[config.mk]
export PLATFORM = sky130hd
export DESIGN_NAME = riscv_biu_arbiter
export DESIGN_NICKNAME = d
export VERILOG_FILES = /design/src/rtl/riscv_mpsoc_pkg.sv /design/src/rtl/riscv_rr_arbiter.sv /design/src/rtl/riscv_biu_arbiter.sv
export SDC_FILE = /design/constraint.sdc
export NUM_CORES = 1
export LEC_CHECK = 0
export BUFFER_PORTS_ARGS = -buffer_cell sky130_fd_sc_hd__buf_2
export CORE_AREA = 2 2 269 271
export CTS_BUF_LIST = sky130_fd_sc_hd__clkbuf_8
export DETAILED_ROUTE_END_ITERATION = 16
export DIE_AREA = 0 0 271 273
export PLACE_DENSITY_LB_ADDON = 0.2
export SKIP_CTS_REPAIR_TIMING = 1
export SYNTH_ARGS = -nofsm -noshare
export SYNTH_HDL_FRONTEND = slang
export SYNTH_SLANG_ARGS = --single-unit
export TNS_END_PERCENT = 5
[constraint.sdc]
create_clock -name HCLK -period 1.6 [get_ports HCLK]
set_input_delay 0.08 -clock HCLK [delete_from_list [all_inputs] [get_ports HCLK]]
set_output_delay 0.08 -clock HCLK [all_outputs]
set_load 0.01 [all_outputs]
[src/rtl/riscv_mpsoc_pkg.sv]
// Shared BIU definitions: AHB burst-type codes, beat-count helper, arbiter owner states.
package riscv_mpsoc_pkg;

  localparam logic [2:0] SINGLE = 3'd0;
  localparam logic [2:0] INCR   = 3'd1;
  localparam logic [2:0] WRAP4  = 3'd2;
  localparam logic [2:0] INCR4  = 3'd3;
  localparam logic [2:0] WRAP8  = 3'd4;
  localparam logic [2:0] INCR8  = 3'd5;
  localparam logic [2:0] WRAP16 = 3'd6;
  localparam logic [2:0] INCR16 = 3'd7;

  typedef enum logic [1:0] {IDLE, BUSY, LOCKED} biu_owner_state_t;

  // Undefined-length INCR counts as one beat; the grant then ends on its first ack.
  function automatic logic [4:0] biu_type2beats(input logic [2:0] t);
    case (t)
      WRAP4,  INCR4:  return 5'd4;
      WRAP8,  INCR8:  return 5'd8;
      WRAP16, INCR16: return 5'd16;
      default:        return 5'd1;
    endcase
  endfunction

endpackage

[src/rtl/riscv_rr_arbiter.sv]
// Combinational round-robin picker: first requester after 'last', wrapping modulo PORTS.
module riscv_rr_arbiter #(
  parameter int PORTS = 2,
  parameter int IW    = (PORTS > 1) ? $clog2(PORTS) : 1
) (
  input  logic [PORTS-1:0] req,
  input  logic [IW-1:0]    last,
  output logic [PORTS-1:0] grant,
  output logic [IW-1:0]    idx
);

  logic          found;
  logic [IW-1:0] p;

  always_comb begin
    grant = '0;
    idx   = '0;
    found = 1'b0;
    p     = '0;
    for (int i = 1; i <= PORTS; i++) begin
      p = IW'((int'(last) + i) % PORTS);
      if (!found && req[p]) begin
        found    = 1'b1;
        grant[p] = 1'b1;
        idx      = p;
      end
    end
  end

endmodule

[src/rtl/riscv_biu_arbiter.sv]
// Shares one downstream BIU port between PORTS requesters; round-robin per
// transaction, grant held across bursts and locked sequences.
module riscv_biu_arbiter
  import riscv_mpsoc_pkg::*;
#(
  parameter int XLEN  = 64,
  parameter int PLEN  = 64,
  parameter int PORTS = 2
) (
  input  logic                  HRESETn,
  input  logic                  HCLK,
  input  logic [PORTS-1:0]      req_stb_i,
  output logic [PORTS-1:0]      req_stb_ack_o,
  output logic [PORTS-1:0]      req_d_ack_o,
  input  logic [PORTS*PLEN-1:0] req_adri_i,
  output logic [PLEN-1:0]       req_adro_o,
  input  logic [PORTS*3-1:0]    req_size_i,
  input  logic [PORTS*3-1:0]    req_type_i,
  input  logic [PORTS*3-1:0]    req_prot_i,
  input  logic [PORTS-1:0]      req_lock_i,
  input  logic [PORTS-1:0]      req_we_i,
  input  logic [PORTS*XLEN-1:0] req_d_i,
  output logic [XLEN-1:0]       req_q_o,
  output logic [PORTS-1:0]      req_ack_o,
  output logic [PORTS-1:0]      req_err_o,
  output logic                  biu_stb_o,
  output logic [PLEN-1:0]       biu_adri_o,
  output logic [2:0]            biu_size_o,
  output logic [2:0]            biu_type_o,
  output logic [2:0]            biu_prot_o,
  output logic                  biu_lock_o,
  output logic                  biu_we_o,
  output logic [XLEN-1:0]       biu_d_o,
  input  logic                  biu_stb_ack_i,
  input  logic                  biu_d_ack_i,
  input  logic [PLEN-1:0]       biu_adro_i,
  input  logic [XLEN-1:0]       biu_q_i,
  input  logic                  biu_ack_i,
  input  logic                  biu_err_i
);

  localparam int IW = (PORTS > 1) ? $clog2(PORTS) : 1;

  biu_owner_state_t state, state_n;
  logic [IW-1:0]    owner, owner_n, last, last_n, sel, rr_idx;
  logic [4:0]       beats, beats_n;
  logic [PORTS-1:0] rr_grant;
  logic             any_req;

  logic [PORTS-1:0][PLEN-1:0] adr_a;
  logic [PORTS-1:0][XLEN-1:0] d_a;
  logic [PORTS-1:0][2:0]      size_a, type_a, prot_a;

  assign adr_a  = req_adri_i;
  assign d_a    = req_d_i;
  assign size_a = req_size_i;
  assign type_a = req_type_i;
  assign prot_a = req_prot_i;

  riscv_rr_arbiter #(.PORTS(PORTS), .IW(IW)) u_rr (
    .req   (req_stb_i),
    .last  (last),
    .grant (rr_grant),
    .idx   (rr_idx)
  );

  assign any_req = |req_stb_i;
  assign sel     = (state == IDLE) ? rr_idx : owner;

  always_ff @(posedge HCLK or negedge HRESETn) begin
    if (!HRESETn) begin
      state <= IDLE;
      owner <= '0;
      last  <= IW'(PORTS - 1);
      beats <= '0;
    end else begin
      state <= state_n;
      owner <= owner_n;
      last  <= last_n;
      beats <= beats_n;
    end
  end

  always_comb begin
    state_n       = state;
    owner_n       = owner;
    last_n        = last;
    beats_n       = beats;
    biu_stb_o     = 1'b0;
    biu_lock_o    = 1'b0;
    biu_adri_o    = adr_a[sel];
    biu_size_o    = size_a[sel];
    biu_type_o    = type_a[sel];
    biu_prot_o    = prot_a[sel];
    biu_we_o      = req_we_i[sel];
    biu_d_o       = d_a[sel];
    req_stb_ack_o = '0;
    req_d_ack_o   = '0;
    req_ack_o     = '0;
    req_err_o     = '0;

    case (state)
      IDLE: begin
        biu_stb_o     = any_req;
        biu_lock_o    = any_req & req_lock_i[sel];
        req_stb_ack_o = rr_grant & {PORTS{biu_stb_ack_i}};
        if (any_req && biu_stb_ack_i) begin
          state_n = BUSY;
          owner_n = sel;
          last_n  = sel;
          beats_n = biu_type2beats(type_a[sel]);
        end
      end
      BUSY: begin
        biu_lock_o = req_lock_i[owner];
        // An error ends the burst even if it coincides with the final ack.
        if (biu_err_i || (biu_ack_i && beats == 5'd1)) begin
          beats_n = '0;
          state_n = req_lock_i[owner] ? LOCKED : IDLE;
        end else if (biu_ack_i) begin
          beats_n = beats - 5'd1;
        end
      end
      LOCKED: begin
        biu_stb_o              = req_stb_i[owner];
        biu_lock_o             = req_lock_i[owner];
        req_stb_ack_o[owner]   = req_stb_i[owner] & biu_stb_ack_i;
        if (req_stb_i[owner] && biu_stb_ack_i) begin
          state_n = BUSY;
          beats_n = biu_type2beats(type_a[owner]);
        end else if (!req_lock_i[owner] && !req_stb_i[owner]) begin
          state_n = IDLE;
        end
      end
      default: state_n = IDLE;
    endcase

    if (state != IDLE) begin
      req_d_ack_o[owner] = biu_d_ack_i;
      req_ack_o[owner]   = biu_ack_i;
      req_err_o[owner]   = biu_err_i;
    end

    if (!HRESETn) begin
      biu_stb_o     = 1'b0;
      biu_lock_o    = 1'b0;
      biu_adri_o    = '0;
      biu_size_o    = '0;
      biu_type_o    = '0;
      biu_prot_o    = '0;
      biu_we_o      = 1'b0;
      biu_d_o       = '0;
      req_stb_ack_o = '0;
      req_d_ack_o   = '0;
      req_ack_o     = '0;
      req_err_o     = '0;
    end
  end

  assign req_q_o    = HRESETn ? biu_q_i    : '0;
  assign req_adro_o = HRESETn ? biu_adro_i : '0;

endmodule
* Yosys cells after proc, flatten, opt, wreduce, memory -nomap -nowiden
Index checks and enable logic that the tools add are counted.
** Storage, ports and cells
- Output and inout port bits :: 276
- Register bits :: 9
- Bits of input ports :: 414
** Operators by class
- Multiplexer cells :: 69
- Add/subtract/negate cells :: 3
- $lt $le $gt $ge :: 7
- Reductions and logical operators :: 26
- Eq/ne operators :: 20
- Bitwise logic cells :: 8
** Operator list (number)
- $mux W64 :: 8
- $pmux W5 S3 :: 3
- $mux W3 :: 11
- $mux W2 :: 14
- $eq A3 B3 Y1 const B :: 8
- $mux W1 :: 22
- $mux W5 :: 4
- $reduce_or A2 Y1 :: 8
- $eq A3 B2 Y1 const B :: 4
- $and A2 B2 Y2 :: 5
- $logic_and A1 B1 Y1 :: 8
- $lt A1 B2 Y1 const B :: 4
- $ne A3 B3 Y1 const B :: 2
- $pmux W2 S3 :: 1
- $eq A5 B1 Y1 const B :: 1
- $sub A5 B1 Y5 const B :: 1
- $ne A2 B2 Y1 const B :: 2
- $pmux W1 S2 :: 2
- $pmux W2 S2 :: 1
- $reduce_and A4 Y1 :: 1
- $demux W1 S1 :: 3
- $ge A1 B1 Y1 const B :: 3
- $logic_not A1 Y1 :: 3
- $reduce_and A3 Y1 :: 1
- other kinds (11) :: 13

* Depth between registers and ports, before layout
- Depth in word-level cells :: 15
- Mapped depth :: 9

* Hierarchy
Synthesis repeated with hierarchy kept, for this count alone.
** Unflattened totals
- Cells, all modules :: 732
- Area total of the unflattened synthesis :: 4195.3 um^2
** Modules (own cells, without submodules)
- riscv_biu_arbiter :: sequential area each 226.5 um^2, instances 1, area each 4169.0 um^2, cells each 728
- riscv_rr_arbiter :: sequential area each 0.0 um^2, instances 1, area each 26.3 um^2, cells each 4

* Worst setup path before layout
No wires, ideal clock.
- Path type :: register -> register
- Start :: register state[0]
- End :: register beats[2]
- Stages on the path, launching flop included :: 9
- Setup slack :: -174 ps
- Data arrival time :: 1645 ps
- Library setup time :: 130 ps
- Clock period less this slack :: 1774 ps
- Cells stage by stage :: dfrtp_1 inv_1 ha_1 nand2b_1 o21a_1 buf_6 mux2_4 a211oi_2 o21ai_1
** On the way
- Cells in the longest elaborated chain, start to end :: 9
- Elaborated cells on any way between the ends :: 23
** Ends and longest elaborated chain
- start, declared :: line riscv_biu_arbiter.sv:44 : biu_owner_state_t state, state_n;
- start signal, assigned :: line riscv_biu_arbiter.sv:77 : state <= state_n;
- $logic_not A2 Y1 :: line riscv_biu_arbiter.sv:68, riscv_biu_arbiter.sv:102
- $mux W1 :: line riscv_biu_arbiter.sv:68 : assign sel = (state == IDLE) ? rr_idx : owner;
- $mux W3 (not written as such) (2 in a row) :: line riscv_biu_arbiter.sv:111 : beats_n = biu_type2beats(type_a[sel]);
- $eq A3 B3 Y1 / $eq A3 B2 Y1 (equally long branches) :: line riscv_mpsoc_pkg.sv:17 : case (t)
- $reduce_or A2 Y1 :: line riscv_mpsoc_pkg.sv:17
- $pmux W5 S3 :: line riscv_mpsoc_pkg.sv:17
- $mux W5 :: line riscv_biu_arbiter.sv:107 : if (any_req && biu_stb_ack_i) begin
- $pmux W5 S3 :: line riscv_biu_arbiter.sv:102 : case (state)
- end signal, assigned :: line riscv_biu_arbiter.sv:80 : beats <= beats_n;
- end, declared :: line riscv_biu_arbiter.sv:46 : logic [4:0] beats, beats_n;
Parallel ways exist; a longest one is shown, timed or not. The select of a mux whose other input is x is not followed.
A chain may end at the register's enable or synchronous reset.

* Final worst setup path
- Start :: register state[1]
- End :: output biu_d_o[1]
** On the way
- Cells in the longest elaborated chain, start to end :: 5
** Ends and longest elaborated chain
- $logic_not A2 Y1 :: line riscv_biu_arbiter.sv:68
- $mux W1 :: line riscv_biu_arbiter.sv:68
- $mux W64 (not written as such) (2 in a row) :: line riscv_biu_arbiter.sv:96 : biu_d_o = d_a[sel];
- $mux W64 :: line riscv_biu_arbiter.sv:144 : if (!HRESETn) begin
- end, declared :: line riscv_biu_arbiter.sv:33 : output logic [XLEN-1:0] biu_d_o,
Every way passes these cells. The select of a mux whose other input is x is not followed.

==> metrics.cfg <==
[power]
p_per_area_nw_per_um2 = 1334
p_total_mw = 13.81
leakage_nw = 5.494
ir_drop_mv = 0.5585

[die]
ios = 690
dieArea_um2 = 73980
floorplan.initialDensity_pct = 5.907
fp.dieH_um = 273
core_region_area_um2 = 71000
die_x_um = 271
rows = 98

[timing]
worst_pin_slew_ns = 0.3487
fmaxAchievable_mhz = 457.2
fin_ws_ns = -0.5871
period_share_pct = 136.7
finalSetupTns_ns = -69.81
skew_ns = 0.0007806
maxSlewHeadroom_pct = 76.09
finalSetupViolCount = 148
period_needed_ns = 2.187
slew_violations = 0
hold_viol = 0
rsz0062_at_grt = yes

[global_route]
grt.total_usage_pct = 10.15
met2_usage_pct = 19.13
gr-total-overflow = 0
use_met3_pct = 3.559
antenna_found_initial = 23
top_usage_layer = met2
grt_pass1_wl_um = 54790
grt_use_met1_pct = 10.71
first_global_vias = 7917
grt_start_max_net_pins = 86

[critical_path]
worstSetupPathDepth = 11
worstPathArrival_ns = 2.11
r2r.worst_path.cells = 10
cp_slowest_cell = dfrtp_1
endpoint_kind = output pin
cp-start-kind = flop
crit_chain = inv_2, ha_4, nand2_4, o21ai_4, buf_8, buf_8, clkbuf_16, buf_6, nand2_4, a21boi_1, buf_2
path_delay_family = buffers and inverters
critPathMaxFanout = 6
critPathBufInv = 6
required_ns = 1.52
crit_type = flop to output pin
slowest_delay_ns = 0.39

[placed_design]
dp_cells = 2369
portBuffers = 689
place_hpwl_um = 36620
place_congestion = 0.9459

[layout]
fill_cells = 8272
fin_cells = 2405
multiInputGateArea_um2 = 4001
register_area_um2 = 227.7
drive_above_1_share_pct = 61.58
area_growth_syn_to_layout_pct = 146.7
nets = 1868

[logic_synthesis]
synthTopCellsByCount = nand2_1, and2_1, a21boi_1
synth_area_leaders = nand2_1, and2_1, a21boi_1
synth_area_um2 = 4194
synthCells = 727
syn_nets = 1147
synth_seq_area_share_pct = 5.400
synth.avg_cell_area_um2 = 5.769
yosysTopAreaCell = nand2_1
synth_edf_count = 0
synthDistinctLibCells = 43
yosysMostFrequentCell = nand2_1
ys.flop_type = dfrtp_1
yosysTopAreaCellShare_pct = 25.60
yosys_register_bits = 9
ys_warn_count = 0
async_reset_ff_share_pct = 100.0

[cts]
clkLatencyLatePin_ns = 0.24
tritoncts = yes
cts_root_buf = clkbuf_8
cts_buffers = 3
clk_pin_slew_ns = 0.05
h-tree-depth = 1
clkSinkCount = 9
cts_buffer_depth = 2

[routing]
drc = 0
detail_route.vias_per_cell = 3.289
vias = 7911
wire_per_inst_um = 18.20
drt_iter0_drc = 261
ant_nets = 0
routed_wl_um = 43780
firstDrtPassIters = 4

[outcome]
violations = setup timing
status = finished, violations left

[hold_path]
hold_class = primary input to asynchronous set/reset pin

[flow_run]
maxCapViolCount = 0

==> metal layers <==
metal / routed length (um) / vias to the layer above
li1: - / 3805
met1: 16080 / 3581
met2: 22550 / 459
met3: 4129 / 50
met4: 920 / 16
met5: 98 / -
==> final cells by class <==
type	count	area share, %
flip-flops and latches	9	2.200
diodes	8	0.1934
well taps	950	11.49
clock inverters	1	0.03627
clock buffers	3	0.3990
repair buffers	781	46.62
inverters	11	0.3990
multi-input cells	642	38.67
==> state kept, by name, indices dropped and copies added (netlist names) <==
signal  count
beats       5
last        1
owner       1
state       2
==> power by group <==
| part | switching [mW] | internal, mW | leakage, nW |
|---|---|---|---|
| sequential | 0.0911 | 0.337 | 0.112 |
| clock | 0.109 | 0.169 | 0.0269 |
| combinational | 6.98 | 6.12 | 5.35 |
| total | 7.18 | 6.63 | 5.49 |
==> worst paths after layout <==
check,start,end,slack (ns)
worst max-delay path,state[1]$_DFFE_PN0P_,biu_d_o[1],-0.59
worst min-delay path,HRESETn,last$_DFFE_PN1P_,0.11
worst max register to register,state[1]$_DFFE_PN0P_,beats[2]$_DFFE_PN0P_,-0.41
worst min register to register,beats[1]$_DFFE_PN0P_,beats[1]$_DFFE_PN0P_,0.52
max in group asynchronous,HRESETn,beats[4]$_DFFE_PN0P_,0.79
min in group HCLK,biu_stb_ack_i,last$_DFFE_PN1P_,0.24
==> per-stage QoR <==
step | setup slack, ns | utilization [%] | hold WS [ns] | area, um^2
after detailed placement | -0.5238 | 13.03 | 0.1364 | 9249
after CTS | -0.8000 | 13.09 | -0.1242 | 9294
final | -0.5871 | 14.58 | 0.1122 | 10350
after floorplan | -0.07717 | - | -0.2156 | 4224
after global placement | -0.4853 | 13.03 | 0.1313 | 9249
after global routing | -0.6840 | 14.57 | 0.1726 | 10340
==> logic make-up after synthesis <==
kind of cell    share of synthesized area, %
compound gates                         30.46
buf+inv                                9.904
mux                                    2.357
simple gates                           50.09
fa+ha+maj                              1.790
flops                                  5.400
==> layout by cell type, fill, tap and decap left out, types with 4 or more instances in the layout <==
cell type | Yosys | layout
o21ai_0 | 11 | 9
buf_6 | 12 | 24
a21boi_2 | 0 | 43
nor2_1 | 11 | 9
nand2_2 | 0 | 26
buf_4 | 2 | 52
nor3_1 | 10 | 7
mux2i_1 | 5 | 5
diode_2 | 0 | 8
buf_8 | 1 | 6
a21oi_1 | 4 | 4
a21boi_1 | 102 | 92
clkbuf_16 | 0 | 9
nand2_1 | 286 | 253
o21ai_1 | 2 | 4
nand3_1 | 5 | 5
buf_2 | 17 | 664
dfrtp_1 | 8 | 7
buf_12 | 0 | 23
inv_1 | 11 | 10
nand2_4 | 0 | 7
and2_1 | 129 | 129
Power figures use the tool's default switching activity.
